===== config.mk =====
export PLATFORM = sky130hd
export DESIGN_NAME = ps2_kb_rx
export DESIGN_NICKNAME = d
export VERILOG_FILES = /design/src/rtl/kb_pkg.sv /design/src/rtl/sync_fifo.sv /design/src/rtl/ps2_kb_rx.sv
export SDC_FILE = /design/constraint.sdc
export NUM_CORES = 1
export LEC_CHECK = 0
export CAP_MARGIN = 20
export CORE_ASPECT_RATIO = 0.75
export CORE_MARGIN = 2
export CORE_UTILIZATION = 45
export DETAILED_ROUTE_END_ITERATION = 12
export GPL_ROUTABILITY_DRIVEN = 0
export PLACE_DENSITY = 0.61
export REMOVE_ABC_BUFFERS = 1
export SKIP_CTS_REPAIR_TIMING = 1
export SLEW_MARGIN = 40
export SYNTH_ARGS = -nofsm -noshare
export SYNTH_HDL_FRONTEND = slang
export SYNTH_SLANG_ARGS = --single-unit

===== constraint.sdc =====
create_clock -name clk -period 2.5 [get_ports clk]
set_clock_uncertainty 0.15 [all_clocks]
set_input_delay 0.625 -clock clk [delete_from_list [all_inputs] [get_ports clk]]
set_output_delay 0.625 -clock clk [all_outputs]
set_load 0.01 [all_outputs]

===== src/rtl/kb_pkg.sv =====
// Shared definitions for the PS/2 keyboard receiver.
//   KbWidth        : scan-code byte width
//   PS2_FRAME_BITS : start + 8 data + parity + stop
//   kb_state_t     : receiver FSM states
//   odd_parity()   : parity bit that makes {data, parity} contain an odd number of ones
package kb_pkg;

   localparam int KbWidth        = 8;
   localparam int PS2_FRAME_BITS = 11;

   typedef enum logic [1:0] {
      KB_IDLE  = 2'd0,
      KB_RECV  = 2'd1,
      KB_CHECK = 2'd2
   } kb_state_t;

   function automatic logic odd_parity(input logic [KbWidth-1:0] d);
      return ~(^d);
   endfunction

endpackage


===== src/rtl/sync_fifo.sv =====
// Single-clock first-word-fall-through FIFO.
// Ports:
//   clk   : clock, rising edge
//   rst   : asynchronous active-low reset (empties the FIFO)
//   push  : write din this cycle (dropped if full and no pop in the same cycle)
//   din   : write data
//   pop   : remove the head entry (ignored while empty)
//   dout  : head entry, all zeros while empty
//   empty : no entries
//   full  : DEPTH entries
//   drop  : push rejected this cycle because the FIFO was full
module sync_fifo #(
   parameter int WIDTH = 8,
   parameter int DEPTH = 8
) (
   input  logic             clk,
   input  logic             rst,
   input  logic             push,
   input  logic [WIDTH-1:0] din,
   input  logic             pop,
   output logic [WIDTH-1:0] dout,
   output logic             empty,
   output logic             full,
   output logic             drop
);

   localparam int AW = $clog2(DEPTH);
   localparam logic [AW:0] PTR_ONE = {{AW{1'b0}}, 1'b1};

   logic [WIDTH-1:0] r_mem [DEPTH];
   logic [AW:0]      r_wptr;
   logic [AW:0]      r_rptr;
   logic             w_do_push;
   logic             w_do_pop;

   // Extra MSB on each pointer distinguishes full from empty when the low bits match.
   assign empty = (r_wptr == r_rptr);
   assign full  = (r_wptr[AW] != r_rptr[AW]) && (r_wptr[AW-1:0] == r_rptr[AW-1:0]);

   // A pop frees a slot in the same cycle, so push+pop on a full FIFO both proceed.
   assign w_do_pop  = pop & ~empty;
   assign w_do_push = push & (~full | w_do_pop);
   assign drop      = push & full & ~w_do_pop;

   always_ff @(posedge clk or negedge rst) begin
      if (!rst) begin
         r_wptr <= '0;
         r_rptr <= '0;
      end else begin
         if (w_do_push) r_wptr <= r_wptr + PTR_ONE;
         if (w_do_pop)  r_rptr <= r_rptr + PTR_ONE;
      end
   end

   always_ff @(posedge clk) begin
      if (w_do_push) r_mem[r_wptr[AW-1:0]] <= din;
   end

   assign dout = empty ? '0 : r_mem[r_rptr[AW-1:0]];

endmodule


===== src/rtl/ps2_kb_rx.sv =====
// PS/2 keyboard receiver with scan-code FIFO feeding the CPU mmio keyboard port.
// Deserialises 11-bit PS/2 frames (start, D0..D7 LSB first, odd parity, stop),
// rejects malformed or stalled frames and buffers good bytes.
// Ports:
//   clk          : system clock, rising edge
//   rst          : asynchronous active-low reset
//   ps2_clk      : PS/2 clock pin (asynchronous)
//   ps2_data     : PS/2 data pin (asynchronous)
//   sig_rd_kb    : one-cycle pop strobe from the CPU
//   kb_rdata     : FIFO head byte, 0 when empty
//   kb_ready     : FIFO not empty
//   kb_overflow  : sticky, a good byte was dropped on a full FIFO
//   kb_frame_err : one-cycle pulse when a frame is rejected
module ps2_kb_rx
   import kb_pkg::*;
#(
   parameter int FIFO_DEPTH  = 8,
   parameter int TIMEOUT_CYC = 50000
) (
   input  logic               clk,
   input  logic               rst,
   input  logic               ps2_clk,
   input  logic               ps2_data,
   input  logic               sig_rd_kb,
   output logic [KbWidth-1:0] kb_rdata,
   output logic               kb_ready,
   output logic               kb_overflow,
   output logic               kb_frame_err
);

   localparam int              TO_W     = $clog2(TIMEOUT_CYC);
   localparam logic [TO_W-1:0] TO_MAX   = TO_W'(TIMEOUT_CYC - 1);
   localparam logic [TO_W-1:0] TO_ONE   = TO_W'(1);
   localparam int              SHIFT_W  = PS2_FRAME_BITS - 1;
   localparam logic [3:0]      BIT_LAST = 4'(PS2_FRAME_BITS - 1);

   // Pin synchronisers; all load 1 so reset release never looks like a falling edge.
   logic r_clk_s1, r_clk_s2, r_clk_s2_d;
   logic r_data_s1, r_data_s2;
   logic w_fall;

   kb_state_t          r_state, w_state_next;
   logic [3:0]         r_bitcnt, w_bitcnt_next;
   logic [SHIFT_W-1:0] r_shift, w_shift_next;
   logic [TO_W-1:0]    r_tocnt, w_tocnt_next;
   logic               w_push_next, w_err_next;
   logic               w_pass;

   logic               r_push;
   logic [KbWidth-1:0] r_push_data;
   logic               r_frame_err;
   logic               r_overflow;

   logic               w_empty, w_full, w_drop;

   always_ff @(posedge clk or negedge rst) begin
      if (!rst) begin
         r_clk_s1   <= 1'b1;
         r_clk_s2   <= 1'b1;
         r_clk_s2_d <= 1'b1;
         r_data_s1  <= 1'b1;
         r_data_s2  <= 1'b1;
      end else begin
         r_clk_s1   <= ps2_clk;
         r_clk_s2   <= r_clk_s1;
         r_clk_s2_d <= r_clk_s2;
         r_data_s1  <= ps2_data;
         r_data_s2  <= r_data_s1;
      end
   end

   assign w_fall = r_clk_s2_d & ~r_clk_s2;

   // After the stop-bit fall the shift register holds {stop, parity, D7..D0}.
   assign w_pass = r_shift[SHIFT_W-1] &
                   (r_shift[KbWidth] == odd_parity(r_shift[KbWidth-1:0]));

   always_comb begin
      w_state_next  = r_state;
      w_bitcnt_next = r_bitcnt;
      w_shift_next  = r_shift;
      w_tocnt_next  = r_tocnt;
      w_push_next   = 1'b0;
      w_err_next    = 1'b0;
      unique case (r_state)
         KB_IDLE: begin
            // A fall with data high is line noise, not a start bit.
            if (w_fall && !r_data_s2) begin
               w_state_next  = KB_RECV;
               w_bitcnt_next = 4'd1;
               w_tocnt_next  = '0;
            end
         end
         KB_RECV: begin
            if (w_fall) begin
               w_shift_next  = {r_data_s2, r_shift[SHIFT_W-1:1]};
               w_bitcnt_next = r_bitcnt + 4'd1;
               w_tocnt_next  = '0;
               if (r_bitcnt == BIT_LAST) w_state_next = KB_CHECK;
            end else if (r_tocnt == TO_MAX) begin
               // Device stopped clocking mid-frame: abandon it.
               w_state_next = KB_IDLE;
               w_err_next   = 1'b1;
            end else begin
               w_tocnt_next = r_tocnt + TO_ONE;
            end
         end
         KB_CHECK: begin
            w_state_next = KB_IDLE;
            if (w_pass) w_push_next = 1'b1;
            else        w_err_next  = 1'b1;
         end
         default: w_state_next = KB_IDLE;
      endcase
   end

   always_ff @(posedge clk or negedge rst) begin
      if (!rst) begin
         r_state <= KB_IDLE;
      end else begin
         r_state <= w_state_next;
      end
   end

   always_ff @(posedge clk or negedge rst) begin
      if (!rst) begin
         r_bitcnt    <= '0;
         r_shift     <= '0;
         r_tocnt     <= '0;
         r_push      <= 1'b0;
         r_push_data <= '0;
         r_frame_err <= 1'b0;
      end else begin
         r_bitcnt    <= w_bitcnt_next;
         r_shift     <= w_shift_next;
         r_tocnt     <= w_tocnt_next;
         r_push      <= w_push_next;
         r_push_data <= r_shift[KbWidth-1:0];
         r_frame_err <= w_err_next;
      end
   end

   sync_fifo #(
      .WIDTH (KbWidth),
      .DEPTH (FIFO_DEPTH)
   ) u_fifo (
      .clk   (clk),
      .rst   (rst),
      .push  (r_push),
      .din   (r_push_data),
      .pop   (sig_rd_kb),
      .dout  (kb_rdata),
      .empty (w_empty),
      .full  (w_full),
      .drop  (w_drop)
   );

   // A drop can only happen on a full FIFO; the qualifier keeps the flag honest
   // if the FIFO's drop semantics ever change.
   always_ff @(posedge clk or negedge rst) begin
      if (!rst) begin
         r_overflow <= 1'b0;
      end else if (w_drop && w_full) begin
         r_overflow <= 1'b1;
      end
   end

   assign kb_ready     = ~w_empty;
   assign kb_overflow  = r_overflow;
   assign kb_frame_err = r_frame_err;

endmodule

==> impl_results.md, run 1 <==
* Commonest non-fill, non-tap cell in the layout: edfxtp_1
* Num CTS Buffers at 17
* #FFs+latches synth at between 100 and 150
* Sequential area share after synthesis at around 65%
* Final period utilization at 109%
* Critical-path cell list: buf_6, buf_12, mux4_2, mux2i_1, nor2_1, clkbuf_2
* EDFF count, synth at 64
* Shortest period the worst path allows at around 2.7 ns
* Comb power frac at between 20% and 30%
* Die Width at around 130 um
* Routed Antenna Nets at 0
* Static leakage at between 2 and 3 nW
* Synth Flop Type: edfxtp_1
* Final setup vio count at 9
* CTS tree: done
* I/O Buffers at 15
* Worst Hold Class: input pin to asynchronous set/reset pin
* Clock Tree Buf Depth at 2
* Syn_area_per_cell at ~15 um^2
* Area Growth Syn to Fin at 23.5%
* Die area at approximately 0.012 mm^2
* Starting Density at around 46%
* Clk slew on worst S/H paths at 0.06 ns
* Arr. time, crit path at approximately 2.0 ns
* Vias at 2,908
* Critical path class: flip-flop to output pin
* Switching share of total power at a little under a third
* Synth top area cells: edfxtp_1 (38%), dfrtp_1 (25%), mux4_2 (7.1%)
* Core Region at between 0.01 and 0.015 mm^2
* Delay of the slowest cell on the worst path at between 0.5 and 0.6 ns
* CTS H-Tree Depth at 4
* Vias in the first global route at around 2,900
* Fillcell total at 870
* Max Cap Violations at 0
* Vias per cell at around 5.3
* Synth area leader: edfxtp_1
* Final setup margin at -0.230 ns
* Clk network pwr share at 32.6%
* Status: complete, but fails checks
* R2R depth at 8
* Synth warn at 0
* Drc violations at 0
* CTS root buf: clkbuf_16
* Post-Syn Instances at 331
* Final hold vios at 0
* Rel. slew slack at between 50 and 60%
* CP max FO at 5
* Cell-internal power at between 5 and 6 mW
* Initial antenna violation count at 0
* Failing checks: negative setup slack
* Antenna diodes at 0
* Grt ovf at 0
* Synth top area share at a little under two fifths
* CTS Sinks at between 100 and 150
* Fin util at ~57%
* Final Slew Violations at 0
* Register share of total power at between 30 and 40%
* CP max-delay cell: mux4_2
* Final HPWL DP at 6.53 mm
* Fmax at roughly 370 MHz
* Share of post-route cells with drive strength above 1 at between 30 and 40%
* Asr flop ratio synth at roughly 47%
* # nets final at 408
* Rows at 33
* Detailed Route Iter0 Violations at 220
* Sw power at 2.19 mW
* Max rail drop VDD at about 0.00086 V
* RSZ-0062 raised after global routing: true
* Aggregate routed wire length at 9.68 mm
* Most frequent cells in the layout: edfxtp_1 (64), dfrtp_1 (50), buf_4 (31), nor2_1 (27), nand2_1 (19)
* Cell Area, Synth at 0.00510 mm^2
* Pre-CTS setup slack at -0.0878 ns
* Worst setup EP type: output pin
* Ports at 16
* Critical Path RT at 1.73 ns
* Height of the die at 96.2 um
* WL/cell at around 18 um
* GRT Util Overall at between 15 and 20%
* Pwr Density at about 1100 mW/mm^2
* Hold WS at approximately 0.083 ns
* First-pass GRT wire length at 15.7 mm
* Maximum number of pins on one net before global-route repair at 26
* Cell variety after synth at 51
* Worst-skew pair later-pin latency at between 0.4 and 0.5 ns
* Worst slew pin tran at roughly 0.66 ns
* TritonRoute pass-1 iters at 4
* Type of origin of the critical path: flip-flop
[worst paths after layout]
kind                             startpoint            endpoint  slack, ns
setup / recovery           u_fifo.r_rptr[0]         kb_rdata[4]      -0.23
hold / removal                          rst         kb_overflow       0.08
setup reg to reg           u_fifo.r_rptr[0]  u_fifo.r_mem[1][3]       0.09
hold reg to reg                    r_clk_s1            r_clk_s2       0.20
max in group asynchronous               rst         r_tocnt[13]       1.52
min in group clk                   r_clk_s1            r_clk_s2       0.20
[Yosys cell counts, drive strengths merged (9+ instances only)]
cell	count
mux4	16
xor2	14
nor2	28
xnor2	13
dfrtp	51
mux2	13
o21ai	12
inv	9
nand3	13
nand2	19
edfxtp	64
mux2i	9
[sequential cells by signal (all words and copies together) (netlist names), 2 cells and up]
name / cells
r_bitcnt: 4
r_push_data: 8
r_shift: 10
r_state: 2
r_tocnt: 16
u_fifo.r_mem: 64
u_fifo.r_rptr: 4
u_fifo.r_wptr: 4
[layout make-up]
cell class / count / area, um^2 / share of cell area [%]
repair buffers: 54 / 478 / 7.58
flip-flops and latches: 120 / 3330 / 52.8
multi-input cells: 193 / 1700 / 27.0
clock inverters: 15 / 153 / 2.42
inverters: 9 / 36.3 / 0.576
well taps: 140 / 175 / 2.78
clock buffers: 17 / 425 / 6.75
[critical path: cells and delay by family (launching register included)]
kind | cells | cell delay (ns)
buffers and inverters | 3 | 0.36
DFF | 1 | 0.43
muxes | 2 | 0.70
and+or+nand+nor | 1 | 0.06
[power groups by stage]
stage          sequential, mW  combinational, mW  clock [mW]
2_1_floorplan            2.81               1.17           0
3_3_place_gp             2.79               2.01           0
3_5_place_dp             2.81               2.03           0
4_1_cts                  2.78               2.06        2.40
5_1_grt                  2.84               2.26        2.50
6_report                 2.79               2.09        2.36
[through the flow]
stage | instances | power (mW) | cell area (um^2) | TNS [ns]
global route | 548 | 7.60 | 6300 | -1.81
global placement | 512 | 4.80 | 5670 | -0.864
finish | 548 | 7.24 | 6300 | -1.16
CTS | 544 | 7.24 | 6250 | -4.66
detailed placement | 512 | 4.84 | 5670 | -0.654
floorplan | 322 | 3.98 | 5050 | -11.99
[metal layers]
| metal | vias to the layer above | part of all wire (%) | wire length, um | track usage [%] |
|---|---|---|---|---|
| met2 | 53 | 45 | 4340 | 25.5 |
| li1 | 1360 | - | - | - |
| met1 | 1483 | 51 | 4890 | 25.3 |
| met5 | - | 0 | 0 | 0 |
| met4 | 0 | 1.3 | 129 | 7.14 |
| met3 | 12 | 3.3 | 323 | 4.50 |
[cells by family (layout without fill, tap and decap cells)]
logic type               count (synthesis)  count (layout)  synth area share (%)
flip-flops                             120             120                  65.3
AO/OA/AOI/OAI                           31              31                  4.10
multiplexers                            38              38                  11.8
adder cells (fa/ha/maj)                  8               8                  1.96
buffers and inverters                   18              95                  1.64
AND/OR/NAND/NOR                         88              88                  9.81
XOR/XNOR                                28              28                  5.37
Power figures use the tool's default switching activity.
==> run 2, diff against run 1 <==
--- a/config.mk
+++ b/config.mk
@@ -7,7 +7,7 @@
 export LEC_CHECK = 0
 export CAP_MARGIN = 20
 export CORE_ASPECT_RATIO = 0.75
-export CORE_MARGIN = 2
+export CORE_MARGIN = 4
 export CORE_UTILIZATION = 45
 export DETAILED_ROUTE_END_ITERATION = 12
 export GPL_ROUTABILITY_DRIVEN = 0
==> impl_results.md, run 2 (same netlist as run 1, synthesis figures left out) <==
* Status: complete, but fails checks
* Failing checks: negative setup slack
* Drc violations at 0 (unchanged)
* Switching share of total power at 29.7% (-0.62 points)
* Die Width at 131 um (+3.2%)
* Clock Tree Buf Depth at 2 (unchanged)
* Detailed Route Iter0 Violations at 214 (-2.7%)
* Fillcell total at 858 (-1.4%)
* RSZ-0062 raised after global routing: true
* Rows at 33 (unchanged)
* CP max-delay cell: mux4_2
* Final setup margin at -0.181 ns (+0.0488 ns)
* Vias in the first global route at 2,879 (-2.0%)
* Shortest period the worst path allows at 2.68 ns (-0.0488 ns)
* Height of the die at 100 um (+4.2%)
* Most frequent cells in the layout: edfxtp_1 (64), dfrtp_1 (50), buf_4 (37), nor2_1 (27), nand2_1 (19)
* Worst slew pin tran at 0.590 ns (-0.0698 ns)
* Reg-to-Reg End: u_fifo.r_mem[4][6]
* Hold WS at 0.0720 ns (-0.0106 ns)
* Type of origin of the critical path: flip-flop
* Final setup vio count at 9 (unchanged)
* Clk network pwr share at 33.5% (+0.9 points)
* Fmax at 373 MHz (+1.8%)
* Max reg flops at 64 (unchanged)
* Post-route cell area at 0.00635 mm^2 (+0.73%)
* Pwr Density at 1150 mW/mm^2 (+0.15%)
* FF-to-FF setup slack at 0.06 ns (-0.03 ns)
* CP max FO at 7 (+2)
* Ports at 16 (unchanged)
* Initial antenna violation count at 0 (unchanged)
* First-pass GRT wire length at 15.5 mm (-1.2%)
* Aggregate routed wire length at 9.59 mm (-0.94%)
* Placed Area at 0.00568 mm^2 (+0.13%)
* Commonest non-fill, non-tap cell in the layout: edfxtp_1
* Maximum number of pins on one net before global-route repair at 24 (-7.7%)
* Die area at 0.0131 mm^2 (+7.4%)
* Critical path class: flip-flop to output pin
* CTS H-Tree Depth at 4 (unchanged)
* CTS tree: done
* Comb power frac at 28.5% (-0.4 points)
* Worst setup EP type: output pin
* Starting Density at 46.4% (unchanged)
* Critical Path RT at 1.73 ns (about the same)
* CTS Sinks at 120 (unchanged)
* Grt ovf at 0 (unchanged)
* Share of post-route cells with drive strength above 1 at 34.1% (+1.5 points)
* Fin util at 57.8% (+0.42 points)
* Pre-CTS setup slack at -0.154 ns (-0.0660 ns)
* Routed Antenna Nets at 0 (unchanged)
* Delay of the slowest cell on the worst path at 0.44 ns (-0.07 ns)
* R2R depth at 10 (+2)
* Core Region at 0.0110 mm^2 (unchanged)
* Max Cap Violations at 0 (unchanged)
* # nets final at 413 (+1.2%)
* Clk slew on worst S/H paths at 0.06 ns (about the same)
* Final hold vios at 0 (unchanged)
* WL/cell at 17.3 um (-1.8%)
* Cell-internal power at 5.13 mW (+1.8%)
* Critical R2R Launch: u_fifo.r_rptr[0]
* Num CTS Buffers at 17 (unchanged)
* Vias per cell at 5.22 (-1.6%)
* Antenna diodes at 0 (unchanged)
* Register share of total power at 38.0% (-0.5 points)
* Critical-path cell list: buf_12, buf_4, mux4_2, mux2i_2, nor2_1, clkbuf_2
* Max rail drop VDD at 0.000682 V (-21%)
* Worst-skew pair later-pin latency at 0.41 ns (about the same)
* Worst Hold Class: input pin to asynchronous set/reset pin
* Final Slew Violations at 0 (unchanged)
* Area Growth Syn to Fin at 24.5%
* TritonRoute pass-1 iters at 4 (unchanged)
* GRT Util Overall at 16.0% (-1.5 points)
* Arr. time, crit path at 1.91 ns (-0.04 ns)
* Final period utilization at 107% (-2.0 points)
* Final HPWL DP at 6.49 mm (-0.66%)
* Static leakage at 2.56 nW (+1.1%)
* Rel. slew slack at 60.7% (+4.7 points)
* I/O Buffers at 15 (unchanged)
* Vias at 2,888 (-0.69%)
* CTS root buf: clkbuf_16
* Sw power at 2.17 mW (-1.2%)
[run 2: cell types whose count changed in the layout (fill, tap and decap cells not counted), sizes merged]
cell and change:
clkbuf -2, buf +7, clkinvlp -2, bufinv +1
clkinv +1
[run 2: critical path, delay by kind of cell (launching register included)]
family,cells,cell delay [ns]
multiplexers,2,0.63
flip-flops,1,0.43
AND/OR/NAND/NOR,1,0.06
buffers and inverters,3,0.39
[run 2: power groups by stage]
stage / sequential (mW) / combinational [mW] / clock, mW
after floorplan: 2.81 / 1.17 / 0
after CTS: 2.78 / 2.08 / 2.49
after detailed placement: 2.81 / 2.07 / 0
after global routing: 2.82 / 2.29 / 2.60
final: 2.77 / 2.08 / 2.45
after global placement: 2.79 / 2.03 / 0
[run 2: stage by stage]
step                      TNS [ns]  total power [mW]  instances
after global routing         -2.41              7.71        553
after floorplan             -11.99              3.98        322
after detailed placement     -1.29              4.88        513
after CTS                    -5.27              7.35        545
final                        -1.39              7.30        553
after global placement       -1.31              4.81        513
[run 2: worst max-delay path by stage]
stage	startpoint	cells past startpoint	slack, ns	to
floorplan	u_fifo.r_rptr[0]	5	-0.29	u_fifo.r_mem[2][0]
global placement	u_fifo.r_rptr[0]	7	-0.15	kb_ready
detailed placement	u_fifo.r_rptr[0]	7	-0.15	kb_ready
CTS	u_fifo.r_rptr[0]	7	-0.60	kb_ready
global route	u_fifo.r_rptr[0]	6	-0.28	kb_rdata[3]
finish	u_fifo.r_rptr[0]	6	-0.18	kb_rdata[4]
[run 2: layer usage]
metal  vias up  track usage (%)  share of wire, %
met5         -                0                 0
met4         0             6.64              0.82
met3         9             4.15               3.9
met2        48             22.1                45
met1      1465             24.1                50
li1       1366                -                 -
[run 2: final cells by class]
type / instances / area, um^2 / area share (%)
clock buffer: 17 / 425 / 6.70
clock inverter: 15 / 178 / 2.80
inverter: 9 / 33.8 / 0.532
multi-input combinational: 193 / 1730 / 27.3
sequential: 120 / 3330 / 52.5
tap: 140 / 175 / 2.76
timing repair buffer: 59 / 474 / 7.47
==> run 3, diff against run 2 <==
--- a/config.mk
+++ b/config.mk
@@ -11,6 +11,7 @@
 export CORE_UTILIZATION = 45
 export DETAILED_ROUTE_END_ITERATION = 12
 export GPL_ROUTABILITY_DRIVEN = 0
+export HOLD_SLACK_MARGIN = 0.12
 export PLACE_DENSITY = 0.61
 export REMOVE_ABC_BUFFERS = 1
 export SKIP_CTS_REPAIR_TIMING = 1
==> impl_results.md, run 3 (same netlist as run 1, synthesis figures left out) <==
* Status: complete, but fails checks
* Failing checks: negative setup slack
* Layout Cells excl Fill at 554 (+0.18%)
* Initial antenna violation count at 0 (unchanged)
* Placed Cells incl. Taps at 513 (unchanged)
* Ports at 16 (unchanged)
* Critical Path RT at 1.73 ns (about the same)
* Reg-to-Reg End: u_fifo.r_mem[4][6]
* Type of origin of the critical path: flip-flop
* Vias in the first global route at 2,879 (unchanged)
* Final setup margin at -0.181 ns (-0.000291 ns)
* Final TNS setup at -1.40 ns (-0.00537 ns)
* Height of the die at 100 um (unchanged)
* CTS H-Tree Depth at 4 (unchanged)
* Detailed Route Iter0 Violations at 201 (-6.1%)
* Rows at 33 (unchanged)
* GRT Util Overall at 16.0% (unchanged)
* CTS Sinks at 120 (unchanged)
* CTS tree: done
* Grt ovf at 0 (unchanged)
* Antenna diodes at 0 (unchanged)
* Vias at 2,888 (unchanged)
* First-pass GRT wire length at 15.5 mm (unchanged)
* Shortest period the worst path allows at 2.68 ns (+0.000291 ns)
* Fin util at 57.9% (+0.091 points)
* Worst slew pin tran at 0.582 ns (-0.00733 ns)
* Critical R2R Launch: u_fifo.r_rptr[0]
* Area Growth Syn to Fin at 24.7%
* Worst setup EP type: output pin
* Rel. slew slack at 61.2% (+0.49 points)
* # nets final at 414 (+0.24%)
* Final period utilization at 107% (about the same)
* Final setup vio count at 9 (unchanged)
* Post-route cell area at 0.00636 mm^2 (+0.16%)
* Register Area at 0.00333 mm^2 (unchanged)
* Launch point of the worst path: u_fifo.r_rptr[0]
* RSZ-0062 raised after global routing: true
* Max rail drop VDD at 0.000682 V (about the same)
* Worst-skew pair later-pin latency at 0.41 ns (about the same)
* Routed Antenna Nets at 0 (unchanged)
* Vias per cell at 5.21 (-0.18%)
* Tot Pwr at 7.30 mW (about the same)
* Hold WS at 0.205 ns (+0.133 ns)
* Drc violations at 0 (unchanged)
* CTS root buf: clkbuf_16
* Pre-CTS setup slack at -0.154 ns (unchanged)
* Final Slew Violations at 0 (unchanged)
* Max Cap Violations at 0 (unchanged)
* Max reg flops at 64 (unchanged)
* Core Region at 0.0110 mm^2 (unchanged)
* Fillcell total at 857 (-0.12%)
* Pwr Density at 1150 mW/mm^2 (-0.12%)
* Die area at 0.0131 mm^2 (unchanged)
* Most frequent cells in the layout: edfxtp_1 (64), dfrtp_1 (50), buf_4 (37), nor2_1 (27), nand2_1 (19)
* Starting Density at 46.4% (unchanged)
* Critical path class: flip-flop to output pin
* Clock Tree Buf Depth at 2 (unchanged)
* Final hold vios at 0 (unchanged)
* Placed Area at 0.00568 mm^2 (unchanged)
* Final HPWL DP at 6.49 mm (unchanged)
* Critical path endpoint: kb_rdata[4]
* CP max FO at 7 (unchanged)
* Commonest non-fill, non-tap cell in the layout: edfxtp_1
* Fmax at 373 MHz (about the same)
* Arr. time, crit path at 1.91 ns (about the same)
* Worst Hold Class: flip-flop to flip-flop
* Share of post-route cells with drive strength above 1 at 34.1% (-0.082 points)
* Aggregate routed wire length at 9.60 mm (about the same)
* Clk slew on worst S/H paths at 0.06 ns (about the same)
* I/O Buffers at 15 (unchanged)
* Die Width at 131 um (unchanged)
* TritonRoute pass-1 iters at 5 (+1)
* Static leakage at 2.56 nW (+0.16%)
* Maximum number of pins on one net before global-route repair at 24 (unchanged)
* Num CTS Buffers at 17 (unchanged)
* R2R depth at 10 (unchanged)
* FF-to-FF setup slack at 0.05 ns (about the same)
* Area of the multi-input gates at 0.00173 mm^2 (unchanged)
* WL/cell at 17.3 um (-0.14%)
[run 3: changes by cell type in the layout (fill, tap and decap cells not counted), sizes merged]
cell | previous run | this run
dlygate4sd3 | 0 | 1
[run 3: worst min path at each step]
stage	end	cells after the start	slack (ns)	startpoint
floorplan	kb_frame_err	0	0.18	rst
global placement	r_clk_s2	0	0.20	r_clk_s1
detailed placement	r_clk_s2	0	0.20	r_clk_s1
CTS	r_bitcnt[1]	1	0.08	rst
global route	r_clk_s2	0	0.21	r_clk_s1
finish	r_clk_s2	0	0.20	r_clk_s1
[run 3: area by class of cell]
type,instances,share of cell area [%]
tap,140,2.75
sequential,120,52.4
inverter,9,0.531
timing repair buffer,60,7.62
clock inverter,15,2.79
clock buffer,17,6.69
multi-input combinational,193,27.2
[run 3: routing by layer]
layer  vias up  track usage, %  routed length (um)
li1       1369               -                   -
met1      1458            24.1                4780
met2        49            22.1                4350
met3        12            4.15                 351
met4         0            6.64                 119
met5         -               0                   0
[run 3: worst max-delay path: stages, from the launching register on]
cell and delay, ns:
dfrtp_2 0.43, buf_12 0.14, buf_4 0.13, mux4_2 0.44, mux2i_2 0.19, nor2_1 0.06
clkbuf_2 0.12
[run 3: where the power goes]
part | internal, mW | leakage (nW) | total [mW] | switching (mW)
clock | 1.57 | 0.285 | 2.45 | 0.881
combinational | 1.11 | 0.978 | 2.08 | 0.967
sequential | 2.45 | 1.30 | 2.77 | 0.323
